<file path="src/rtl/bin_vote_filter.sv">
// -----------------------------------------------------------------------------
// bin_vote_filter
//
// Temporal majority-vote filter for the per-frame direction bins produced by
// the localizer. It keeps the last HISTORY bin decisions in a circular buffer
// and one vote counter per bin. After each accepted decision it scans all bins
// for the strongest one. It publishes a new direction only when that bin has
// at least THRESHOLD votes and strictly beats the votes held by the currently
// published direction. Single-frame misdetections therefore never move the
// pointing/display output.
//
// Optional feature macro: BIN_VOTE_TIMEOUT_EN
//   When defined, TIMEOUT_CYCLES consecutive idle cycles without input clear
//   the vote history, confidence_out and locked_out. dir_out holds its value.
//   When undefined, history persists indefinitely.
//
// Parameters:
//   HISTORY        window depth in decisions (power of two, 2..64)
//   NUM_BINS       number of direction bins (16, matches 4-bit bin)
//   THRESHOLD      minimum votes (1..HISTORY) needed to publish a bin
//   TIMEOUT_CYCLES idle cycles before history clears (timeout build only)
//
// Ports:
//   clk_in          system clock
//   rst_in          synchronous active-high reset
//   bin_valid_in    single-cycle strobe, bin_in valid
//   bin_in          direction bin from the localizer
//   ready_out       high only while idle; input accepted only then
//   dir_valid_out   one-cycle pulse when dir_out changes
//   dir_out         current published direction
//   confidence_out  maximum vote count found by the last scan
//   locked_out      last scan's maximum count >= THRESHOLD
//   overflow_out    sticky: an input arrived while ready_out was low
// -----------------------------------------------------------------------------
module bin_vote_filter #(
  parameter int HISTORY        = 8,
  parameter int NUM_BINS       = 16,
  parameter int THRESHOLD      = 5,
  parameter int TIMEOUT_CYCLES = 50_000_000
) (
  input  logic                       clk_in,
  input  logic                       rst_in,
  input  logic                       bin_valid_in,
  input  logic [3:0]                 bin_in,
  output logic                       ready_out,
  output logic                       dir_valid_out,
  output logic [3:0]                 dir_out,
  output logic [$clog2(HISTORY):0]   confidence_out,
  output logic                       locked_out,
  output logic                       overflow_out
);

  localparam int CW = $clog2(HISTORY) + 1;  // vote counter / fill width
  localparam int PW = $clog2(HISTORY);      // write pointer width
  localparam int SW = $clog2(NUM_BINS);     // scan index width

  localparam logic [CW-1:0] CNT_ONE   = {{(CW-1){1'b0}}, 1'b1};
  localparam logic [CW-1:0] CNT_FULL  = CW'(HISTORY);
  localparam logic [CW-1:0] CNT_THR   = CW'(THRESHOLD);
  localparam logic [PW-1:0] PTR_LAST  = PW'(HISTORY - 1);
  localparam logic [PW-1:0] PTR_ONE   = {{(PW-1){1'b0}}, 1'b1};
  localparam logic [SW-1:0] SCAN_LAST = SW'(NUM_BINS - 1);
  localparam logic [SW-1:0] SCAN_ONE  = {{(SW-1){1'b0}}, 1'b1};

  typedef enum logic [1:0] {
    S_IDLE   = 2'd0,
    S_UPDATE = 2'd1,
    S_SCAN   = 2'd2,
    S_DECIDE = 2'd3
  } state_t;

  state_t          state_q;
  logic [3:0]      hist_q [HISTORY];
  logic [CW-1:0]   cnt_q  [NUM_BINS];
  logic [PW-1:0]   ptr_q;
  logic [CW-1:0]   fill_q;
  logic [3:0]      new_bin_q;
  logic [SW-1:0]   scan_idx_q;
  logic [CW-1:0]   max_q;
  logic [3:0]      argmax_q;
  logic            ready_q;
  logic            dir_valid_q;
  logic [3:0]      dir_q;
  logic [CW-1:0]   conf_q;
  logic            locked_q;
  logic            overflow_q;

  logic            evict_d;
  logic [3:0]      old_bin_d;
  logic [CW-1:0]   scan_cnt_d;
  logic [CW-1:0]   cur_cnt_d;
  logic            change_d;
  logic            timeout_hit_d;

  // Combinational lookups shared by the UPDATE, SCAN and DECIDE steps.
  always_comb begin
    evict_d    = (fill_q == CNT_FULL);
    old_bin_d  = hist_q[ptr_q];
    scan_cnt_d = cnt_q[scan_idx_q];
    cur_cnt_d  = cnt_q[dir_q];
    // Hysteresis: a bin that only ties the current direction does not win.
    if ((max_q >= CNT_THR) && (argmax_q != dir_q) && (max_q > cur_cnt_d)) begin
      change_d = 1'b1;
    end else begin
      change_d = 1'b0;
    end
  end

`ifdef BIN_VOTE_TIMEOUT_EN
  localparam int TW = $clog2(TIMEOUT_CYCLES + 1);
  localparam logic [TW-1:0] IDLE_LIMIT = TW'(TIMEOUT_CYCLES - 1);
  localparam logic [TW-1:0] IDLE_ONE   = {{(TW-1){1'b0}}, 1'b1};

  logic [TW-1:0] idle_cnt_q;

  // The timeout fires on the TIMEOUT_CYCLES-th consecutive idle cycle
  // without input.
  always_comb begin
    if ((state_q == S_IDLE) && !bin_valid_in && (idle_cnt_q == IDLE_LIMIT)) begin
      timeout_hit_d = 1'b1;
    end else begin
      timeout_hit_d = 1'b0;
    end
  end

  // Idle cycle counter; restarts on every accepted input and on each timeout.
  always_ff @(posedge clk_in) begin
    if (rst_in) begin
      idle_cnt_q <= {TW{1'b0}};
    end else if (state_q == S_IDLE) begin
      if (bin_valid_in || timeout_hit_d) begin
        idle_cnt_q <= {TW{1'b0}};
      end else begin
        idle_cnt_q <= idle_cnt_q + IDLE_ONE;
      end
    end else begin
      idle_cnt_q <= idle_cnt_q;
    end
  end
`else
  logic unused_timeout;

  // Without the timeout feature the history never ages out.
  always_comb begin
    timeout_hit_d  = 1'b0;
    unused_timeout = (TIMEOUT_CYCLES > 0);
  end
`endif

  // Main sequencer: accept, update the vote window, scan for the strongest
  // bin, then decide on the published direction.
  always_ff @(posedge clk_in) begin
    if (rst_in) begin
      state_q     <= S_IDLE;
      ready_q     <= 1'b1;
      dir_valid_q <= 1'b0;
      dir_q       <= 4'd0;
      conf_q      <= {CW{1'b0}};
      locked_q    <= 1'b0;
      overflow_q  <= 1'b0;
      ptr_q       <= {PW{1'b0}};
      fill_q      <= {CW{1'b0}};
      new_bin_q   <= 4'd0;
      scan_idx_q  <= {SW{1'b0}};
      max_q       <= {CW{1'b0}};
      argmax_q    <= 4'd0;
      for (int i = 0; i < HISTORY; i++) begin
        hist_q[i] <= 4'd0;
      end
      for (int b = 0; b < NUM_BINS; b++) begin
        cnt_q[b] <= {CW{1'b0}};
      end
    end else begin
      dir_valid_q <= 1'b0;
      // Inputs arriving while busy are dropped and remembered.
      if (bin_valid_in && (state_q != S_IDLE)) begin
        overflow_q <= 1'b1;
      end
      case (state_q)
        S_IDLE: begin
          if (bin_valid_in) begin
            new_bin_q <= bin_in;
            ready_q   <= 1'b0;
            state_q   <= S_UPDATE;
          end else if (timeout_hit_d) begin
            ptr_q    <= {PW{1'b0}};
            fill_q   <= {CW{1'b0}};
            conf_q   <= {CW{1'b0}};
            locked_q <= 1'b0;
            for (int i = 0; i < HISTORY; i++) begin
              hist_q[i] <= 4'd0;
            end
            for (int b = 0; b < NUM_BINS; b++) begin
              cnt_q[b] <= {CW{1'b0}};
            end
          end
        end
        S_UPDATE: begin
          // Evict the oldest entry once the window is full. When the evicted
          // and the new bin are the same, that counter is left untouched.
          if (evict_d && (old_bin_d != new_bin_q)) begin
            cnt_q[old_bin_d] <= cnt_q[old_bin_d] - CNT_ONE;
          end
          if (!(evict_d && (old_bin_d == new_bin_q))) begin
            cnt_q[new_bin_q] <= cnt_q[new_bin_q] + CNT_ONE;
          end
          hist_q[ptr_q] <= new_bin_q;
          if (ptr_q == PTR_LAST) begin
            ptr_q <= {PW{1'b0}};
          end else begin
            ptr_q <= ptr_q + PTR_ONE;
          end
          if (!evict_d) begin
            fill_q <= fill_q + CNT_ONE;
          end
          scan_idx_q <= {SW{1'b0}};
          max_q      <= {CW{1'b0}};
          argmax_q   <= 4'd0;
          state_q    <= S_SCAN;
        end
        S_SCAN: begin
          // Strict greater-than: ties resolve to the lowest bin index.
          if (scan_cnt_d > max_q) begin
            max_q    <= scan_cnt_d;
            argmax_q <= 4'(scan_idx_q);
          end
          if (scan_idx_q == SCAN_LAST) begin
            state_q <= S_DECIDE;
          end else begin
            scan_idx_q <= scan_idx_q + SCAN_ONE;
          end
        end
        S_DECIDE: begin
          conf_q   <= max_q;
          locked_q <= (max_q >= CNT_THR);
          if (change_d) begin
            dir_q       <= argmax_q;
            dir_valid_q <= 1'b1;
          end
          ready_q <= 1'b1;
          state_q <= S_IDLE;
        end
        default: begin
          ready_q <= 1'b1;
          state_q <= S_IDLE;
        end
      endcase
    end
  end

  assign ready_out      = ready_q;
  assign dir_valid_out  = dir_valid_q;
  assign dir_out        = dir_q;
  assign confidence_out = conf_q;
  assign locked_out     = locked_q;
  assign overflow_out   = overflow_q;

endmodule

</file>
<file path="config.mk">
export PLATFORM = sky130hd
export DESIGN_NAME = bin_vote_filter
export DESIGN_NICKNAME = d
export VERILOG_FILES = /design/src/rtl/bin_vote_filter.sv
export SDC_FILE = /design/constraint.sdc
export NUM_CORES = 1
export LEC_CHECK = 0
export CORE_ASPECT_RATIO = 1.5
export CORE_UTILIZATION = 30
export DETAILED_ROUTE_END_ITERATION = 10
export DONT_BUFFER_PORTS = 1
export PLACE_DENSITY = 0.44
export SETUP_SLACK_MARGIN = 0.4
export SLEW_MARGIN = 20
export SYNTH_ARGS = -nofsm -noshare
export SYNTH_HDL_FRONTEND = slang
export SYNTH_SLANG_ARGS = --single-unit
</file>
<file path="constraint.sdc">
create_clock -name clk_in -period 4.3 [get_ports clk_in]
set_clock_uncertainty 0.15 [all_clocks]
set_input_delay 0.645 -clock clk_in [delete_from_list [all_inputs] [get_ports clk_in]]
set_output_delay 0.645 -clock clk_in [all_outputs]
set_load 0.02 [all_outputs]
</file>
### Word level (Yosys, flattened, before mapping)

Memories as Yosys holds them, arrays and structs flattened. A register that Yosys moved wholly into a read port is not among the register bits.
Cells that the tools add are included.

* register bits: 37
* memory bits (writable): 96
* bits of input ports: 7
* output and inout port bits: 12
* word-level logic and storage cells: 102
* memories: 2

* add/sub/neg operators: 5
* $lt $le $gt $ge: 3
* equal/unequal tests: 13
* muxes and demuxes: 44
* bitwise logic cells: 2
* reduce and logical (&&, ||, !) cells: 20

Memory list
* cnt_q: words 16, width 4, read ports 4, clocked after Yosys merged registers in 3, write ports 16, line 74 `logic [CW-1:0] cnt_q [NUM_BINS];`
* hist_q: words 8, width 4, read ports 1, clocked after Yosys merged registers in 1, write ports 8, line 73 `logic [3:0] hist_q [HISTORY];`

Operator list (count)
* 4-bit 2-to-1 mux: 14
* 4-bit case mux with 2 select lines: 3
* 1-bit 2-to-1 mux: 19
* 2-bit AND reduction: 7
* 4-bit by 1-bit adder with 4-bit output (second input constant): 3
* 3-bit 2-to-1 mux: 4
* 4-bit OR reduction: 3
* 4-bit == test (second input constant): 2
* 4-bit greater-than comparator: 2
* 2-bit != test (second input constant): 4
* 4-bit != test: 2
* 2-bit case mux with 4 select lines: 1
* 2-bit nonzero test: 3
* 1-bit logical AND: 5
* 2-bit == test (second input constant): 2
* 4-bit == test: 1
* 4-bit by 3-bit >= comparator with 1-bit output (second input constant): 1
* 2-bit 2-to-1 mux: 2
* 4-bit by 1-bit subtractor with 4-bit output (second input constant): 1
* 3-bit by 1-bit adder with 3-bit output (second input constant): 1
* 3-bit == test (second input constant): 1
* 2-bit by 1-bit == test with 1-bit output (second input constant): 1
* 2-bit logical NOT: 1
* 1-bit NOT: 2
* other kinds (2): 2

### Logic depth before layout (Yosys ltp)

* depth in word-level cells: 8
* mapped depth: 14
* gate-level depth less buffers: 11

### Worst setup path after synthesis

OpenSTA, ideal clock, no wires.

* path kind: flip-flop to flip-flop
* from: register (tool-made name)
* to: register max_q[2]
* setup time: 71 ps
* arrival: 3878 ps
* data required time: 4079 ps
* path slack: 202 ps
* cell stages (with the launch flop): 14
* path buffers: 3
* clock period less this slack: 4098 ps
* path through: dfxtp_1 > clkbuf_1 > buf_1 > mux4_2 > mux4_2 > ha_1 > nor2b_1 > o21ai_0 > nand2b_1 > a21oi_1 > nor2_1 > clkbuf_1 > or3_1 > a21oi_1

RTL lines
* end signal, assigned: line 165 `max_q <= {CW{1'b0}};`
* end signal, assigned: line 217 `max_q <= {CW{1'b0}};`
* end signal, assigned: line 224 `max_q <= scan_cnt_d;`
* end, declared: line 79 `logic [CW-1:0] max_q;`

==> key figures <==
Worst setup path
  • CP Capture Point: cnt_q[4][2]
  • Critical path peak fanout: 16
  • WS Path Type: reg2reg
  • Critical path arrival: 3780 ps
  • R2R depth: 10
  • Critical R2R Capture: cnt_q[4][2]
  • R2r setup slk: 550 ps
  • Critical Path RT: around 4300 ps
  • CP Launch Type: register
  • Critical Path Sink Type: register

STA
  • PnR worst setup slack: between 500 and 600 ps
  • TNS Setup: 0 ps
  • Max Clk Rate: 266.5 MHz
  • Actual slew at the worst max-slew pin: 730.6 ps
  • Fin. Hold Viols: 0
  • Period utilization: 87.28%
  • Tmin final: about 3800 ps
  • Normalized max-slew margin: between 50 and 60%
  • Max Slew Vio Count: 0
  • RSZ-0062 raised after global routing: false
  • Final setup viols: 0

Power and ir drop
  • Pwr per Cell Area: ~590 nW/µm²
  • Pwr Total: 5.755 mW
  • Peak supply drop: roughly 0.00043 V
  • Total leakage power: between 3 and 4 nW

Clock network
  • Clock tree sinks: roughly 150
  • Worst-Skew Late Latency: 450 ps
  • CTS Root Cell: clkbuf_16
  • TritonCTS Buffers: 17
  • Clk buf depth: 2
  • CTS H-tree depth: 4
  • Hold_buf cts: 0
  • CTS tree: yes
  • Clock slew at reported path FFs: 60 ps

Floorplanning
  • Die X: 140.2 µm
  • I/O pins: 19
  • Die Y: 209.3 µm
  • Row cnt: 75
  • Core Region: 28060 µm²
  • Die footprint: approximately 29000 µm²
  • Starting Density: 30.64%

Routing
  • DRT Pass-1 Iters: 5
  • Post-route ant nets: 0
  • Routed length per instance: ~26 µm
  • Vias per cell: 5.859
  • Remaining DRCs: 0
  • Total wire length: 27720 µm
  • Number of DRC markers in iteration 0: 489
  • DR vias: between 6000 and 7000

Layout
  • Layout net count: 752
  • Most frequent cells in the layout: 96 x edfxtp_1, 66 x mux4_2, 55 x o22ai_1
  • Commonest non-fill, non-tap cell in the layout: edfxtp_1
  • Area growth from synthesis to layout: 12.62%
  • FF/Latch Area: 3925 µm²
  • Share of layout cells above drive strength 1: 22.60%
  • Footprint of the multi-input gates: between 4000 and 5000 µm²
  • Antenna cells: 0
  • # fillers: 2716

Logic synthesis
  • Synth async-reset ratio: 0%
  • EDFF count, synth: 96
  • Mapped Cells: approximately 720
  • Synth Cell Area: 8596 µm²
  • Most used flip-flop cell after synthesis: edfxtp_1
  • Cell variety after synth: 51
  • Syn avg cell area: around 12 µm²
  • Net Count, Synth: 748
  • Synth Warn #: 0
  • FF+latch count, synth: between 100 and 150
  • Seq/Total Area, Yosys: 45.65%

Placement
  • DP HPWL: 21040 µm
  • Gp weighted congestion: 0.9196
  • I/O Buffers: 0
  • Pre-CTS setup slack: 236.4 ps

Flow run
  • MaxCap Viol Count: 0

Global route
  • Initial antenna violation count: 1
  • Vias in the first global route: 6615
  • All-Layer GR Usage: 19.99%
  • GRT Residual Overflow: 0
  • Largest net degree at the start of global routing: 43
  • First-pass GRT wire length: 42150 µm

Status
  • Status: complete, no violations

Hold path
  • HP Class: in2reg
==> cell families after synthesis <==
logic type | share of synthesized area, %
simple gates | 12.63
flops | 45.65
mux | 22.46
compound gates | 10.87
xor+xnor | 1.718
buf+inv | 3.901
fa+ha+maj | 2.766
==> metrics by stage <==
step                      cells  utilization [%]  area [µm²]  hold slack (ps)
final                      1085            34.50        9681            116.1
after detailed placement   1052            32.36        9079            352.8
after floorplan             722                -        8597            311.9
after CTS                  1084            34.42        9658            97.24
after global routing       1085            34.50        9681            92.29
after global placement     1052            32.36        9079            317.4
==> Yosys cell counts, types with 18 or more instances <==
cell type / count / area share [%]
edfxtp_1: 96 / 34
mux4_2: 66 / 17
o22ai_1: 55 / 4.0
dfxtp_1: 52 / 12
nand2_1: 52 / 2.3
nand3_1: 44 / 2.6
nor2_1: 36 / 1.6
and2_1: 28 / 2.0
clkbuf_1: 28 / 1.2
mux2i_1: 25 / 2.9
a21oi_1: 24 / 1.4
nor3_1: 21 / 1.2
inv_1: 20 / 0.87
ha_1: 19 / 2.8
o21ai_0: 18 / 1.0
==> worst max-delay path: stages (launching register included) <==
cell and delay, ps:
dfxtp_1 580, mux4_2 610, mux2i_4 350, nor2b_1 480
o211ai_1 230, nand4_2 220, inv_1 60, ha_1 200
xor2_1 160, buf_4 290, o22ai_1 140
==> worst min path at each step <==
stage | slack [ps] | from | cells past startpoint | endpoint
final | 120 | rst_in | 1 | fill_q[3]
after global routing | 90 | rst_in | 1 | fill_q[3]
after CTS | 100 | rst_in | 1 | fill_q[3]
after detailed placement | 350 | fill_q[1] | 2 | fill_q[1]
after global placement | 320 | fill_q[1] | 2 | fill_q[1]
after floorplan | 310 | scan_idx_q[1] | 2 | argmax_q[1]
==> layout make-up <==
class / count / share of cell area, %
clock inverter: 6 / 0.4265
sequential: 148 / 40.55
clock buffer: 26 / 5.454
inverter: 24 / 0.9564
multi-input combinational: 500 / 45.04
timing repair buffer: 35 / 3.102
tap: 346 / 4.472
==> routing by layer <==
metal / wire (µm) / GRT usage, % / vias up
met5: 18 / 0 / -
met4: 1273 / 11.71 / 2
met3: 1078 / 3.308 / 65
met2: 14860 / 35.84 / 221
met1: 10490 / 22.17 / 3240
li1: - / - / 2829
==> repair_timing <==
| action | CTS | global route |
|---|---|---|
| setup endpoints to repair | 66 | 100 |
| setup buffers | 0 | 1 |
| pin swaps | 0 | 1 |
| resized for setup | 2 | 4 |
==> power by group <==
part           switching [mW]  total (mW)  internal (mW)  leakage, nW
registers               0.178        1.81           1.63         1.41
logic                    1.55        2.51          0.968         1.58
clock network           0.586        1.43          0.849        0.290
No activity file was read; power rests on OpenSTA's default activity.
